===== config.mk =====
export PLATFORM = sky130hd
export DESIGN_NAME = calcu_a
export DESIGN_NICKNAME = d
export VERILOG_FILES = /design/src/rtl/calcu_a.sv
export SDC_FILE = /design/constraint.sdc
export NUM_CORES = 1
export LEC_CHECK = 0
export CORE_AREA = 2 2 124 126
export DETAILED_ROUTE_END_ITERATION = 6
export DIE_AREA = 0 0 126 128
export PLACE_DENSITY = 0.7
export SLEW_MARGIN = 20
export SYNTH_ARGS = -nofsm -noshare
export SYNTH_HDL_FRONTEND = slang
export SYNTH_SLANG_ARGS = --single-unit

===== constraint.sdc =====
create_clock -name iCLK -period 6.33 [get_ports iCLK]
set_input_delay 0.633 -clock iCLK [delete_from_list [all_inputs] [get_ports iCLK]]
set_output_delay 0.633 -clock iCLK [all_outputs]
set_load 0.02 [all_outputs]

===== src/rtl/calcu_a.sv =====
// Guided-filter a-coefficient stage: a = cov_Ip / (var_I + EPS) in Q7, clamped to [0,1.0].
// Reads var_I (RAM A) and cov_Ip (RAM B) per pixel, writes a to RAM C; fixed 10 cycles per pixel.
module calcu_a #(
  parameter int WIDTH  = 300,
  parameter int HEIGHT = 210,
  parameter int DW     = 24,
  parameter int AW     = 16,
  parameter int EPS    = 1,
  parameter int FRAC   = 7
) (
  input  logic          iCLK,
  input  logic          iRST_N,
  input  logic          ena,
  output logic          done,
  input  logic [DW-1:0] oDataA,
  input  logic [DW-1:0] oDataB,
  output logic          wrenA,
  output logic          wrenB,
  output logic          wrenC,
  output logic [AW-1:0] iAddrA,
  output logic [AW-1:0] iAddrB,
  output logic [AW-1:0] iAddrC,
  output logic [DW-1:0] iDataC
);

  localparam int NPIX = WIDTH * HEIGHT;
  localparam logic [AW-1:0] LAST = AW'(NPIX - 1);
  localparam int IW = $clog2(FRAC + 1);

  typedef enum logic [2:0] {IDLE, RD, LAT, DIV, WR, DONE} state_t;
  typedef enum logic [1:0] {CLS_DIV, CLS_NEG, CLS_SAT} cls_t;

  state_t          state, stateNext;
  cls_t            cls, clsNext;
  logic [AW-1:0]   addr, addrNext;
  logic [DW:0]     denom, denomNext;
  logic [DW+1:0]   rem, remNext;
  logic [FRAC-1:0] quo, quoNext;
  logic [IW-1:0]   iter, iterNext;

  logic [DW:0]     denomIn;
  logic [DW:0]     covExt;
  logic [DW+1:0]   remShift;
  logic [7:0]      aVal;

  always_ff @(posedge iCLK) begin
    if (!iRST_N) begin
      state <= IDLE;
      cls   <= CLS_NEG;
      addr  <= '0;
      denom <= '0;
      rem   <= '0;
      quo   <= '0;
      iter  <= '0;
    end else begin
      state <= stateNext;
      cls   <= clsNext;
      addr  <= addrNext;
      denom <= denomNext;
      rem   <= remNext;
      quo   <= quoNext;
      iter  <= iterNext;
    end
  end

  always_comb begin
    stateNext = state;
    clsNext   = cls;
    addrNext  = addr;
    denomNext = denom;
    remNext   = rem;
    quoNext   = quo;
    iterNext  = iter;
    denomIn   = {1'b0, oDataA} + (DW+1)'(EPS);
    covExt    = {1'b0, oDataB};
    remShift  = rem << 1;

    case (state)
      IDLE: begin
        addrNext = '0;
        if (ena) stateNext = RD;
      end
      RD: stateNext = LAT;
      LAT: begin
        denomNext = denomIn;
        quoNext   = '0;
        iterNext  = '0;
        remNext   = '0;
        // Classify up front so the divider only ever sees 0 < cov < denom.
        if (oDataB[DW-1] || oDataB == '0) begin
          clsNext = CLS_NEG;
        end else if (covExt >= denomIn) begin
          clsNext = CLS_SAT;
        end else begin
          clsNext = CLS_DIV;
          remNext = {1'b0, covExt};
        end
        stateNext = DIV;
      end
      DIV: begin
        // Runs the full FRAC cycles regardless of class to keep latency fixed.
        if (remShift >= {1'b0, denom}) begin
          remNext = remShift - {1'b0, denom};
          quoNext = {quo[FRAC-2:0], 1'b1};
        end else begin
          remNext = remShift;
          quoNext = {quo[FRAC-2:0], 1'b0};
        end
        iterNext = iter + 1'b1;
        if (iter == IW'(FRAC - 1)) stateNext = WR;
      end
      WR: begin
        if (addr == LAST) begin
          stateNext = DONE;
        end else begin
          addrNext  = addr + 1'b1;
          stateNext = RD;
        end
      end
      DONE: begin
        addrNext  = '0;
        stateNext = ena ? RD : IDLE;
      end
      default: stateNext = IDLE;
    endcase
  end

  always_comb begin
    case (cls)
      CLS_SAT: aVal = 8'(1 << FRAC);
      CLS_DIV: aVal = {{(8-FRAC){1'b0}}, quo};
      default: aVal = 8'd0;
    endcase
  end

  assign wrenA  = 1'b0;
  assign wrenB  = 1'b0;
  assign wrenC  = (state == WR);
  assign done   = (state == DONE);
  assign iAddrA = addr;
  assign iAddrB = addr;
  assign iAddrC = addr;
  assign iDataC = (state == WR) ? {{(DW-8){1'b0}}, aVal} : '0;

endmodule


# After elaboration in Yosys (flattened, before gate mapping)
# Cells that the tools add are included.
# W data, S select, Z words.
[word_totals] mem_bits_rw=0 register_bits=81 output_inout_bits=76 mem_count=0 latchBits=0 inputBits=51 word_cells=51 rom_bits=0
[classes] n_eq_ne=11 n_mul=0 n_addsub=4 div_mod_pow=0 shift=0 bitwise=0 muxes=18 order_cmp=2 n_reduce_logical=9
[ops] op="$pmux W25 S2" count=1
[ops] op="$mux W24" count=2
[ops] op="$pmux W16 S2" count=1
[ops] op="$ge A26 B25 Y1" count=1
[ops] op="$add A24 B1 Y25 const B" count=1
[ops] op="$ge A24 B25 Y1" count=1
[ops] op="$mux W25" count=1
[ops] op="$sub A25 B25 Y25" count=1
[ops] op="$logic_not A24 Y1" count=1
[ops] op="$pmux W3 S6" count=1
[ops] op="$add A16 B1 Y16 const B" count=1
[ops] op="$eq A16 B16 Y1 const B" count=1
[ops] op="$mux W16" count=1
[ops] op="$pmux W8 S2" count=1
[ops] op="$pmux W7 S2" count=1
[ops] op="$eq A3 B3 Y1 const B" count=3
[ops] op="$mux W3" count=3
[ops] op="$mux W8" count=1
[ops] op="$eq A3 B2 Y1 const B" count=2
[ops] op="$ne A2 B2 Y1 const B" count=3
[ops] op="$pmux W3 S2" count=1
[ops] op="$mux W2" count=2
[ops] op="$reduce_and A2 Y1" count=2
[ops] op="$reduce_bool A2 Y1" count=2
[ops] op="8 further kinds" count=9

# Depth between registers and ports, before layout
# Gate-level depths: netlist of run 1.
[logic_depth] depth_word=5 mapped_depth=15 mapped_depth_nobuf=14

# Worst setup path after synthesis of run 1
# OpenSTA, ideal clock, no wires.
[synth_path] path_type="in2reg" startpoint="input oDataA[3]" endpoint="register rem[3]" t_arrival_ns=3.289 setup_ns=0.070 path_slack_ns=2.971 required_ns=6.260 stages=15 path_buffers=1 cell_sequence="and4_1 nand4_1 or3_1 nor3_1 xnor2_1 ha_1 a21o_1 a21oi_1 o211a_1 o2111a_1 o211a_1 buf_2 nand2_1 o211a_1 a21oi_1"
[synth_between] elab_chain_cells=5
[synth_rtl] item="from (decl)" line_no="15" rtl="input logic [DW-1:0] oDataA,"
[synth_rtl] item="$add A24 B1 Y25" line_no="74" rtl="denomIn = {1'b0, oDataA} + (DW+1)'(EPS);"
[synth_rtl] item="$ge A24 B25 Y1" line_no="92" rtl="end else if (covExt >= denomIn) begin"
[synth_rtl] item="$mux W24" line_no="92"
[synth_rtl] item="$mux W24" line_no="90" rtl="if (oDataB[DW-1] || oDataB == '0) begin"
[synth_rtl] item="$pmux W25 S2" line_no="78" rtl="case (state)"
[synth_rtl] item="to (signal assigned)" line_no="60" rtl="rem <= remNext;"
[synth_rtl] item="to (decl)" line_no="37" rtl="logic [DW+1:0] rem, remNext;"
# No other way between the ends.
# A chain may end at the register's enable or synchronous reset.

# Final worst setup path of run 1
[layout_path] startpoint="input oDataA[0]" endpoint="register rem[4]"
# Same word-level chain as after synthesis.

==> results of run 1 <==
-- metal layers --
layer	vias to the layer above	track usage [%]	wire, µm
met5	-	0	0
met4	0	8.08	327
met3	25	3.17	1120
met2	226	33.5	7770
met1	2842	29.4	8090
li1	3095	-	-
-- where the power goes --
group          internal (mW)  leakage [nW]  switching (mW)
Sequential             0.541         0.660          0.0250
Combinational          0.288          2.10           0.477
Clock                  0.359         0.160           0.226
Total                   1.19          2.92           0.728
-- through the flow --
| stage | instance area, µm² | utilization (%) |
|---|---|---|
| 2_1_floorplan | 6550 | - |
| 3_3_place_gp | 7350 | 49.5 |
| 3_5_place_dp | 7350 | 49.5 |
| 4_1_cts | 7680 | 51.7 |
| 5_1_grt | 7680 | 51.7 |
| 6_report | 7680 | 51.7 |
-- final timing paths --
path	startpoint	endpoint	cells past startpoint
worst max register to register	denom[0]$_SDFFE_PN0P_	rem[23]$_SDFFE_PN0P_	9
worst max-delay path	oDataA[0]	rem[4]$_SDFFE_PN0P_	15
worst min register to register	quo[6]$_SDFFE_PN0P_	quo[6]$_SDFFE_PN0P_	2
worst min-delay path	quo[6]$_SDFFE_PN0P_	quo[6]$_SDFFE_PN0P_	2
-- worst max-delay path: cells and delay by family --
kind / cells / cell delay [ns]
XOR/XNOR: 1 / 0.15
adder cells (fa/ha/maj): 2 / 0.58
buffers and inverters: 1 / 0.58
AO/OA/AOI/OAI: 7 / 1.73
AND/OR/NAND/NOR: 4 / 0.98
-- final cells by class --
cell class | instances | area (µm²)
Sequential cell | 81 | 1620
Multi-Input combinational cell | 648 | 4200
Timing Repair Buffer | 114 | 1130
Fill cell | 1457 | 7180
Inverter | 45 | 169
Clock inverter | 5 | 86.3
Tap cell | 188 | 235
Clock buffer | 11 | 243
-- kinds of logic after synthesis --
| family | after synthesis | share of synthesized area [%] |
|---|---|---|
| AOI/OAI and AO/OA | 227 | 22.0 |
| xor gates and xnor gates | 56 | 7.56 |
| adders and majority gates | 54 | 10.5 |
| buffers and inverters | 136 | 11.5 |
| DFF | 81 | 25.0 |
| muxes | 4 | 0.617 |
| other | 1 | 0.0578 |
| and+or+nand+nor | 289 | 22.8 |
-- state kept, by name, indices dropped and copies added (netlist names) --
name    count
rem        25
denom      25
iAddrA     16
state       3
iter        3
quo         7
cls         2
-- cells in the final DEF (no fill, tap or decap), types with 6 or more instances in the layout --
cell type and n:
nor2_1 73, nor4_1 17, nand4_1 23, nand3_1 44
dfxtp_1 81, clkdlybuf4s50_1 108, a211oi_1 26, a21o_1 15
conb_1 18, xor2_1 28, and3_1 10, buf_4 6
inv_1 44, clkbuf_16 9, xnor2_1 28, ha_1 53
o211ai_1 6, and2_1 9, nand2_1 58, a21oi_1 77
o21ai_0 45, nor3_1 14, a31oi_1 21, and4_1 6
==> qor.txt, run 1 <==
status - finished clean
Skew-Pair Late Insertion Delay - 0.35 ns
worst hold margin - 0.452 ns
Max Cap Viol - 0
Yosys top cell by area - dfxtp_1
largest net degree at the start of global routing - 46
total negative slack - 0 ns
# clock sinks - 81
FF-to-FF setup slack - 3.29 ns
Yosys reg bits - 81
DP Wirelength - 12900 µm
Synth area leaders - dfxtp_1, ha_1, buf_4, a21oi_1, nor2_1
Port Buffers - 108
GP Congestion - 0.867
postcts setup bufs - 0
max frequency - 0.228 GHz
Max Buffers Root-to-Sink - 2
total track usage - 21.3%
Critical Path Most Common Cell - o211a_1
total global routing overflow - 0
synthesized area per cell - 7.65 µm²
P per Cell Area - 249 nW/µm²
Post-synth EDFFs - 0
Synth-to-Final Area Change - 18.4%
Total Power - 1.92 mW
first-pass GRT wire length - 27800 µm
hold_buf cts - 0
vias in the first global route - 5475
most frequent cell after synthesis - dfxtp_1
critical setup path kind - in -> reg
final net count - 1004
# placed instances - 1076
crit path time final - 4.38 ns
Worst EP arrival - 4.66 ns
number of synthesis warnings - 0
post-synth top area share - 25.0%
CP Launch Type - primary input
H-tree Lvls - 3
Slew Limit Fails - 0
ANT nets after route - 0
Hold/Removal Path Class - reg -> reg
clock transition at the registers of the reported paths - 0.06 ns
CTS Buf Count - 9
initial antenna violation count - 0
DRC - 0
Placeable Area - 14900 µm²
antenna cells - 0
leakage power - 2.92 nW
drt pass-1 iters - 5
Synth top cells by count - dfxtp_1, a21oi_1, nor2_1
Place WS - 1.63 ns
PostCTS Resize Cnt - 0
slew of the pin with the lowest slew margin - 0.849 ns
count of final setup violators - 0
crit-path max FO - 23
max_slew headroom - 43.3%
Cell Area, Synth - 6490 µm²
CP required - 6.61 ns
worst vdd ir - 0.170 mV
Setup crit end kind - register
Die Ht - 128 µm
IO Pins - 127
Root Driver - clkbuf_16
WL/cell - 15.9 µm
Die X - 126 µm
share of layout cells above drive strength 1 - 4.42%
endpoints failing hold - 0
asr flop ratio synth - 0%
Layout Skew - 0.0113 ns
setup ws final - 1.95 ns
ys flop type - dfxtp_1
sequential area share after synthesis - 25.0%
CTS tree - done
DR iter-0 viols - 398
fin cells - 1092
die area - 16100 µm²
FP Rows - 45
Worst path max stage delay - 0.72 ns
overall routed net length - 17300 µm
Post-Syn Instances - 848
Vias - 6188
CP Cell Sequence - clkdlybuf4s50_1, ha_1, nand3_1, nor3_1, and3_1, xnor2_1, ha_1, a21o_1, a21oi_1, o211a_1, o2111a_1, o211a_1, nand2_1, o211a_1, a21oi_1
fin crit share - 69.2%
RSZ-0062 raised after global routing - false
Initial Util - 43.7%
synth unique cells - 68
vias per cell - 5.67
highest-delay cell along the critical path - o211a_1
Note: power is estimated with default switching activity, not from simulation.
==> inputs of run 2 (changes only) <==
--- a/config.mk
+++ b/config.mk
@@ -8,7 +8,7 @@
 export CORE_AREA = 2 2 124 126
 export DETAILED_ROUTE_END_ITERATION = 6
 export DIE_AREA = 0 0 126 128
-export PLACE_DENSITY = 0.7
+export PLACE_DENSITY = 0.72
 export SLEW_MARGIN = 20
 export SYNTH_ARGS = -nofsm -noshare
 export SYNTH_HDL_FRONTEND = slang
==> constraint.sdc (replaced) <==
create_clock -name iCLK -period 3.6 [get_ports iCLK]
set_input_delay 0.36 -clock iCLK [delete_from_list [all_inputs] [get_ports iCLK]]
set_output_delay 0.36 -clock iCLK [all_outputs]
set_load 0.02 [all_outputs]
==> qor.txt, run 2 (synthesized netlist as in run 1, its figures left out) <==
Synth-to-Final Area Change - 23.6%
Util after Layout - 54.0% (+2.3 points)
fin crit share - 95.4%
Die X - 126 µm (unchanged)
Max Cap Viol - 0 (unchanged)
first-pass GRT wire length - 28400 µm (+2.1%)
Worst path max stage delay - 0.48 ns (-0.24 ns)
highest-delay cell along the critical path - clkdlybuf4s50_1
Comb power frac - 41.2% (+1.3 points)
largest net degree at the start of global routing - 51 (+11%)
slew of the pin with the lowest slew margin - 1.03 ns (+0.182 ns)
endpoints failing hold - 0 (unchanged)
Slew Limit Fails - 0 (unchanged)
internal cell power - 2.10 mW (+76%)
Initial Util - 43.7% (unchanged)
M1 WL - 7990 µm (-1.2%)
antenna cells - 0 (unchanged)
crit-path max FO - 23 (unchanged)
critical setup path kind - in -> reg
initial antenna violation count - 0 (unchanged)
GP Congestion - 0.903 (+4.1%)
commonest non-fill, non-tap cell in the layout - clkdlybuf4s50_1
P per Cell Area - 420 nW/µm² (+69%)
max_slew headroom - 31.1% (-12 points)
CP Cell Sequence - clkdlybuf4s50_1, and4_4, nand3_2, nor3_2, buf_4, and3_1, xnor2_1, ha_1, a21o_1, a21oi_1, o211a_1, o2111a_1, o211a_1, buf_12, nand2_1, o211a_1, a21oi_1
# placed instances - 1115 (+3.6%)
DRC - 0 (unchanged)
total global routing overflow - 0 (unchanged)
clock transition at the registers of the reported paths - 0.06 ns (about the same)
DR iter-0 viols - 494 (+24%)
IO Pins - 127 (unchanged)
die area - 16100 µm² (unchanged)
worst vdd ir - 0.326 mV (+91%)
Setup crit end kind - register
fin cells - 1131 (+3.6%)
Layout Skew - 0.00725 ns (-0.00403 ns)
WL/cell - 15.5 µm (-2.0%)
drt pass-1 iters - 5 (unchanged)
Max Buffers Root-to-Sink - 2 (unchanged)
FP Rows - 45 (unchanged)
final net count - 1043 (+3.9%)
ANT nets after route - 0 (unchanged)
overall routed net length - 17600 µm (+1.5%)
status - finished clean
CP required - 3.87 ns (-2.74 ns)
most frequent cells in the layout - clkdlybuf4s50_1, dfxtp_1, a21oi_1
metal2 WL - 8250 µm (+6.2%)
count of final setup violators - 0 (unchanged)
CP Launch Type - primary input
CTS Buf Count - 9 (unchanged)
share of layout cells above drive strength 1 - 9.44% (+5.0 points)
Port Buffers - 108 (unchanged)
vias per cell - 5.60 (-1.2%)
Hold/Removal Path Class - reg -> reg
Net Sw Frac - 37.8% (-0.15 points)
CTS tree - done
top sig layer - met4
Vias - 6331 (+2.3%)
Psw - 1.28 mW (+75%)
total negative slack - 0 ns (unchanged)
Placeable Area - 14900 µm² (unchanged)
Skew-Pair Late Insertion Delay - 0.34 ns (about the same)
Root Driver - clkbuf_16
DP Wirelength - 13200 µm (+2.5%)
# clock sinks - 81 (unchanged)
metal3 WL - 1030 µm (-8.6%)
H-tree Lvls - 3 (unchanged)
Worst EP arrival - 3.71 ns (-0.95 ns)
Reg power frac - 29.5% (about the same)
leakage power - 3.11 nW (+6.5%)
clock power share - 29.4% (-1.1 points)
Die Ht - 128 µm (unchanged)
Critical Path Most Common Cell - o211a_1
vias in the first global route - 5677 (+3.7%)
total track usage - 21.5% (+0.23 points)
Total Power - 3.37 mW (+76%)
max frequency - 0.291 GHz
crit path time final - 3.44 ns
## run 2: routing by layer
metal	GRT usage [%]	vias to the layer above
met1	28.9	2907
met4	6.27	0
met5	0	-
li1	-	3165
met3	2.55	18
met2	36.3	241
## run 2: worst max-delay path, delay by kind of cell
kind	cells	cell delay, ns
AOI/OAI and AO/OA	7	1.23
xor gates and xnor gates	1	0.17
and+or+nand+nor	5	0.84
buffers and inverters	3	0.79
adders and majority gates	1	0.29
## run 2: final cells by class
type / instances / area, µm²
clock buffers: 9 / 225
inverters: 45 / 169
flip-flops and latches: 81 / 1620
clock inverters: 7 / 93.8
multi-input cells: 648 / 4250
fillers: 1439 / 6840
repair buffers: 153 / 1430
well taps: 188 / 235
## run 2: timing repair
item                       4_1_cts  5_1_grt
gates resized for setup          0       11
setup endpoints to repair        0       21
setup buffers                    0        0
hold buffers                     0        0
## run 2: final timing paths
kind,end,startpoint,cells after the start,slack (ns)
max,rem[3]$_SDFFE_PN0P_,oDataA[2],17,0.16
min,quo[6]$_SDFFE_PN0P_,quo[6]$_SDFFE_PN0P_,2,0.45
max reg2reg,rem[23]$_SDFFE_PN0P_,rem[0]$_SDFFE_PN0P_,10,0.61
min reg2reg,quo[6]$_SDFFE_PN0P_,quo[6]$_SDFFE_PN0P_,2,0.45
## run 2: through the flow
step	hold slack (ns)	instance area (µm²)	setup WS (ns)
3_3_place_gp	0.435	7650	-0.182
2_1_floorplan	0.427	6550	0.514
6_report	0.447	8020	0.164
5_1_grt	0.467	8020	-0.0106
4_1_cts	0.449	7970	0.0939
3_5_place_dp	0.440	7650	-0.239
## run 2: power groups by stage
stage	combinational, mW	sequential [mW]	clock, mW
floorplan	1.03	1.00	0
global placement	1.34	1.01	0
detailed placement	1.34	1.01	0
CTS	1.36	0.992	1.00
global route	1.52	1.00	1.04
finish	1.39	0.994	0.991
